===== src/rtl/branch_predictor_if.sv =====
// Fetch/EX-MEM side signal bundle for the branch predictor.
// master: pipeline side (drives PCs and resolution info).
// slave: predictor side (drives prediction, flush and statistics).
interface branch_predictor_if;
  logic [31:0] if_pc;
  logic        prediction;
  logic [31:0] control_pc;
  logic        ex_valid;
  logic        ex_is_branch;
  logic [31:0] ex_pc;
  logic        ex_taken;
  logic [31:0] ex_target;
  logic        ex_pred;
  logic [31:0] ex_pred_target;
  logic        flush;
  logic [31:0] pc_branch;
  logic [31:0] br_cnt;
  logic [31:0] miss_cnt;

  modport master (
    output if_pc, ex_valid, ex_is_branch, ex_pc, ex_taken, ex_target,
           ex_pred, ex_pred_target,
    input  prediction, control_pc, flush, pc_branch, br_cnt, miss_cnt
  );

  modport slave (
    input  if_pc, ex_valid, ex_is_branch, ex_pc, ex_taken, ex_target,
           ex_pred, ex_pred_target,
    output prediction, control_pc, flush, pc_branch, br_cnt, miss_cnt
  );
endinterface


===== src/rtl/branch_predictor.sv =====
// Direct-mapped BTB with 2-bit saturating counters. Zero-latency lookup
// of the fetch PC, zero-latency misprediction detection for the resolved
// EX/MEM instruction, training and statistics on the rising edge.
module branch_predictor #(
  parameter int unsigned IDX_W = 4
) (
  input  logic              clk,
  input  logic              rst,
  branch_predictor_if.slave bus
);
  localparam int unsigned ENTRIES = 2 ** IDX_W;
  localparam int unsigned TAG_W   = 30 - IDX_W;

  logic             e_valid  [ENTRIES];
  logic [TAG_W-1:0] e_tag    [ENTRIES];
  logic [31:0]      e_target [ENTRIES];
  logic [1:0]       e_ctr    [ENTRIES];

  logic [31:0] br_cnt_q;
  logic [31:0] miss_cnt_q;

  logic [IDX_W-1:0] l_idx;
  logic [TAG_W-1:0] l_tag;
  logic             l_hit;
  logic             pred;

  logic [IDX_W-1:0] t_idx;
  logic [TAG_W-1:0] t_tag;
  logic             t_hit;
  logic             flush;

  assign l_idx = bus.if_pc[IDX_W+1:2];
  assign l_tag = bus.if_pc[31:IDX_W+2];
  assign l_hit = e_valid[l_idx] && (e_tag[l_idx] == l_tag);
  assign pred  = l_hit && e_ctr[l_idx][1];

  assign bus.prediction = pred;
  assign bus.control_pc = pred ? e_target[l_idx] : bus.if_pc + 32'd4;

  assign t_idx = bus.ex_pc[IDX_W+1:2];
  assign t_tag = bus.ex_pc[31:IDX_W+2];
  assign t_hit = e_valid[t_idx] && (e_tag[t_idx] == t_tag);

  // Misprediction detection for the instruction in EX/MEM; held low in reset.
  always_comb begin
    flush = 1'b0;
    if (rst && bus.ex_valid) begin
      if (bus.ex_is_branch)
        flush = (bus.ex_pred != bus.ex_taken) ||
                (bus.ex_pred && bus.ex_taken && (bus.ex_pred_target != bus.ex_target));
      else
        flush = bus.ex_pred;
    end
  end

  assign bus.flush     = flush;
  assign bus.pc_branch = (bus.ex_is_branch && bus.ex_taken) ? bus.ex_target
                                                             : bus.ex_pc + 32'd4;
  assign bus.br_cnt    = br_cnt_q;
  assign bus.miss_cnt  = miss_cnt_q;

  // BTB training, alias invalidation and statistics counters.
  always_ff @(posedge clk or negedge rst) begin
    if (!rst) begin
      for (int unsigned i = 0; i < ENTRIES; i++) begin
        e_valid[i]  <= 1'b0;
        e_tag[i]    <= '0;
        e_target[i] <= '0;
        e_ctr[i]    <= 2'b01;
      end
      br_cnt_q   <= '0;
      miss_cnt_q <= '0;
    end else begin
      if (bus.ex_valid && bus.ex_is_branch) begin
        br_cnt_q <= br_cnt_q + 32'd1;
        if (t_hit) begin
          if (bus.ex_taken) begin
            if (e_ctr[t_idx] != 2'b11) e_ctr[t_idx] <= e_ctr[t_idx] + 2'd1;
            e_target[t_idx] <= bus.ex_target;
          end else if (e_ctr[t_idx] != 2'b00) begin
            e_ctr[t_idx] <= e_ctr[t_idx] - 2'd1;
          end
        end else if (bus.ex_taken) begin
          e_valid[t_idx]  <= 1'b1;
          e_tag[t_idx]    <= t_tag;
          e_target[t_idx] <= bus.ex_target;
          e_ctr[t_idx]    <= 2'b10;
        end
      end else if (bus.ex_valid && bus.ex_pred && t_hit) begin
        e_valid[t_idx] <= 1'b0;
      end
      if (flush) miss_cnt_q <= miss_cnt_q + 32'd1;
    end
  end
endmodule


===== src/flat_wrapper.sv =====
// flat-port wrapper written by rule: the top's interface ports become plain ports
module branch_predictor_flat 
#(
  parameter int unsigned IDX_W = 4
)
  (clk, rst, bus_if_pc, bus_ex_valid, bus_ex_is_branch, bus_ex_pc, bus_ex_taken, bus_ex_target, bus_ex_pred, bus_ex_pred_target, bus_prediction, bus_control_pc, bus_flush, bus_pc_branch, bus_br_cnt, bus_miss_cnt);
  branch_predictor_if bus_i ();
  input  logic clk;
  input  logic rst;
  input wire logic [$bits(bus_i.if_pc)-1:0] bus_if_pc;
  input wire logic [$bits(bus_i.ex_valid)-1:0] bus_ex_valid;
  input wire logic [$bits(bus_i.ex_is_branch)-1:0] bus_ex_is_branch;
  input wire logic [$bits(bus_i.ex_pc)-1:0] bus_ex_pc;
  input wire logic [$bits(bus_i.ex_taken)-1:0] bus_ex_taken;
  input wire logic [$bits(bus_i.ex_target)-1:0] bus_ex_target;
  input wire logic [$bits(bus_i.ex_pred)-1:0] bus_ex_pred;
  input wire logic [$bits(bus_i.ex_pred_target)-1:0] bus_ex_pred_target;
  output wire logic [$bits(bus_i.prediction)-1:0] bus_prediction;
  output wire logic [$bits(bus_i.control_pc)-1:0] bus_control_pc;
  output wire logic [$bits(bus_i.flush)-1:0] bus_flush;
  output wire logic [$bits(bus_i.pc_branch)-1:0] bus_pc_branch;
  output wire logic [$bits(bus_i.br_cnt)-1:0] bus_br_cnt;
  output wire logic [$bits(bus_i.miss_cnt)-1:0] bus_miss_cnt;
  assign bus_i.if_pc = bus_if_pc;
  assign bus_i.ex_valid = bus_ex_valid;
  assign bus_i.ex_is_branch = bus_ex_is_branch;
  assign bus_i.ex_pc = bus_ex_pc;
  assign bus_i.ex_taken = bus_ex_taken;
  assign bus_i.ex_target = bus_ex_target;
  assign bus_i.ex_pred = bus_ex_pred;
  assign bus_i.ex_pred_target = bus_ex_pred_target;
  assign bus_prediction = bus_i.prediction;
  assign bus_control_pc = bus_i.control_pc;
  assign bus_flush = bus_i.flush;
  assign bus_pc_branch = bus_i.pc_branch;
  assign bus_br_cnt = bus_i.br_cnt;
  assign bus_miss_cnt = bus_i.miss_cnt;
  branch_predictor #(.IDX_W(IDX_W)) u_core (.clk(clk), .rst(rst), .bus(bus_i));
endmodule

===== config.mk =====
export PLATFORM = sky130hd
export DESIGN_NAME = branch_predictor_flat
export DESIGN_NICKNAME = d
export VERILOG_FILES = /design/src/rtl/branch_predictor_if.sv /design/src/rtl/branch_predictor.sv /design/src/flat_wrapper.sv
export SDC_FILE = /design/constraint.sdc
export NUM_CORES = 2
export LEC_CHECK = 0
export CAP_MARGIN = 15
export CORE_MARGIN = 10
export CORE_UTILIZATION = 45
export CTS_BUF_LIST = sky130_fd_sc_hd__clkbuf_4 sky130_fd_sc_hd__clkbuf_8
export DETAILED_ROUTE_END_ITERATION = 10
export SLEW_MARGIN = 20
export SYNTH_ARGS = -nofsm -noshare
export SYNTH_HDL_FRONTEND = slang
export SYNTH_SLANG_ARGS = --single-unit

===== constraint.sdc =====
create_clock -name clk -period 6.5 [get_ports clk]
set_clock_uncertainty 0.1 [all_clocks]
set_input_delay 1.625 -clock clk [delete_from_list [all_inputs] [get_ports clk]]
set_output_delay 1.625 -clock clk [all_outputs]
set_load 0.01 [all_outputs]

==> impl_metrics.ini <==
[setup_path]
r2r_start = u_core.e_tag[62]
cp_num_buf_inv = 6
startpoint_type = primary input
critPathSlowestCell = or4b_4
crit_chain = buf_16, buf_12, buf_12, mux4_2, mux4_2, xnor2_4, nand4_1, or3_4, or4_1, or4b_4, buf_12, buf_16, nor2_4, a21oi_4, buf_6
crit_path_end = bus_control_pc[25]
crit_start = bus_if_pc[2]
crit_cells = 15
crit_family = simple AND/OR/NAND/NOR gates
crit_type = in -> out
critPathMostFrequentCell = buf_12
r2r_slack_ns = 2.46
worstPathRequired_ns = 4.78
rr_worst_depth = 10
worst-path-max-fanout = 7
r2r-end = u_core.e_tag[123]
cpPeakStageDelay_ns = 0.63
cp-end-kind = primary output
cp_data_arrival_time_ns = 5.47

[synthesis]
yosysTopAreaCellShare = 0.4790
synth-seq-area-share = 0.4869
synth_most_common_cell = dfrtp_1
synth_commonest_cells = dfrtp_1 (1,024), mux2_2 (932), mux4_2 (386)
syn_nets = 3892
synth_edf_count = 0
synth_seq_cells = 1040
yosys-top-cells-area = dfrtp_1 (48%), mux2_2 (20%), mux4_2 (16%), xnor2_1 (1.8%), xor2_1 (1.6%)
yosysWarnings = 0
synthCells = 3748
yosys.area.top_type = dfrtp_1
synth.distinct_cells = 57
syn_area_sq_mm = 0.05349
syn_avg_cell_area_sq_um = 14.27
ys_async_sr_fraction = 1.000
ys.flop_type = dfrtp_1

[clock_tree]
cts-htree-levels = 4
cts_tree = done
clk_pin_slew_ns = 0.06
clock_tree.buffer_depth = 3
clock_latency_ns = 0.91
cts_sinks = 1040
root_buffer = clkbuf_8
numCtsBuffers = 181
cts_hold_buf = 0

[route]
drcViolationCount = 0
wl_met3_mm = 10.81
viasPerCell = 6.033
wl_met1_mm = 75.65
routedWlPerCell_um = 29.60
met2_length_mm = 82.48
drt_iter0_markers = 3060
num_vias = 35100
firstDrtPassIters = 5
ant_nets = 0
wl_mm = 172.2
routed.top_layer = met5

[power]
p_switching_uw = 4601
p_clk_frac = 0.367
power_density_mw_per_mm2 = 266.3
power_leakage_uw = 0.02881
power_uw = 17080
internal_power_uw = 12480
netSwitchingFraction = 0.2694
peakVddDrop_v = 0.0002115
p_seq_frac = 0.459
p_comb_frac = 0.174

[floorplan]
die_w_um = 364.8
initial_core_util = 0.4530
fp.coreArea_sq_mm = 0.1181
die_area_sq_mm = 0.1331
pin_count = 264
rows = 126
die_h_um = 364.8

[sta]
fmax_mhz = 138.9
whs_ns = 0.3684
rsz0062_at_grt = true
hold_violations = 0
period_minus_slack_ns = 7.198
fin_crit_sh = 1.107
max_slew.worst_pin.slew_ns = 1.039
relSlewSlack = 0.3075
setup_viol = 33
setup_slack_ns = -0.6984
drv_slew = 0

[cells_and_area]
regArea_sq_mm = 0.02605
nNetsFinal = 4297
drive_above_1_share = 0.4949
final.fill_count = 9888
syn2layout_area_growth_pct = 19.91
multiInputGateArea_sq_mm = 0.02629
final_cells = 5818
fin_util = 0.5432

[global_route]
grt_antenna_before_repair = 6
grt_max_degree = 165
grt_usage = 0.2583
grt_pass1_vias = 36094
grt_pass1_wl_mm = 253.6
grt.overflow.total = 0

[worst_hold_path]
hold_class = reg -> reg

[place]
placedCellCount = 5481
port_buffers = 263
hpwl_mm = 111.7
dpl_worst_slack_ns = -1.011
place_congestion = 0.8780

[outcome]
outcome = finished with violations
violations = setup timing

[job]
max_cap_viol_count = 0
## how the worst min path moves through the flow
stage / slack (ns) / to / depth (start not counted) / startpoint
after detailed placement: 0.36 / u_core.bus.br_cnt[31] / 1 / u_core.bus.br_cnt[31]
after floorplan: 0.37 / flop / 1 / flop
after CTS: 0.37 / u_core.bus.br_cnt[31] / 1 / u_core.bus.br_cnt[31]
after global placement: 0.36 / u_core.bus.br_cnt[31] / 1 / u_core.bus.br_cnt[31]
after global routing: 0.39 / u_core.bus.br_cnt[31] / 1 / u_core.bus.br_cnt[31]
final: 0.37 / u_core.bus.br_cnt[31] / 1 / u_core.bus.br_cnt[31]
## layout by cell type, fill, tap and decap left out, types with 16 or more instances in the layout
cell	count
dfrtp_1	1024
xor2_1	97
a21oi_2	19
nor2_1	94
a21oi_1	21
mux2i_1	78
nand2_1	128
clkbuf_8	226
nor2_4	35
nand3_1	50
buf_12	67
and3_1	22
mux4_2	386
dfstp_2	16
buf_4	235
a31oi_1	33
o21a_1	16
mux2_2	932
clkbuf_4	59
xnor2_1	97
clkdlybuf4s50_1	220
o21ai_0	75
nand4_1	41
buf_6	21
inv_1	27
buf_2	20
## worst reg2reg max path: stages, from the launching register on
cell and delay, ns:
dfrtp_1 0.41, mux4_2 0.48, mux4_2 0.50, xnor2_1 0.25, a211o_1 0.27, or4_1 0.65
nor3_4 0.25, buf_12 0.19, nand2b_2 0.21, buf_4 0.26, mux2_2 0.37
## timing repair
action | 4_1_cts | 5_1_grt
endpoints found under the setup margin | 33 | 35
endpoints found under the hold margin | 0 | 0
resized for setup | 221 | 22
setup buffers | 15 | 2
gates cloned | 9 | 0
pin swaps | 36 | 11
## layer usage
metal  GRT usage  vias to the layer above
li1            -                    14771
met1      0.3645                    18978
met2      0.4128                     1152
met3     0.04701                      197
met4     0.06290                        2
met5           0                        -
## cell type report
cell class	instances	area share
diodes	4	0.0001560
clock buffers	284	0.05518
clock inverters	24	0.003296
flip-flops and latches	1040	0.4060
multi-input cells	2322	0.4099
repair buffers	580	0.09386
inverters	28	0.001638
well taps	1536	0.02996
## power by group through the flow
stage | Sequential, uW | Combinational (uW) | Clock [uW]
3_3_place_gp | 7910 | 2900 | 0
2_1_floorplan | 7750 | 1920 | 0
6_report | 7840 | 2980 | 6260
4_1_cts | 7820 | 2990 | 6410
5_1_grt | 7930 | 3190 | 6690
3_5_place_dp | 7930 | 2940 | 0
## per-stage QoR
stage / TNS (ns) / cell area (sq um)
6_report: -20.62 / 64150
5_1_grt: -22.70 / 64140
4_1_cts: -20.63 / 64030
3_5_place_dp: -31.33 / 59640
3_3_place_gp: -30.05 / 59640
2_1_floorplan: -1.484 / 53770
## flip-flops by register name (all words and copies together) (netlist names), named ones only
| register | count |
|---|---|
| u_core.bus.miss_cnt | 32 |
| u_core.e_target | 512 |
| u_core.e_ctr | 32 |
| u_core.e_tag | 416 |
| u_core.bus.br_cnt | 32 |
## cell families after synthesis
| kind of cell | after synthesis | share of synthesized area |
|---|---|---|
| flops | 1040 | 0.4869 |
| fa+ha+maj | 10 | 0.002339 |
| mux | 1398 | 0.3737 |
| xor+xnor | 206 | 0.03373 |
| buf+inv | 386 | 0.03392 |
| compound gates | 237 | 0.02748 |
| simple gates | 471 | 0.04194 |
(Power assumes the default switching activity.)
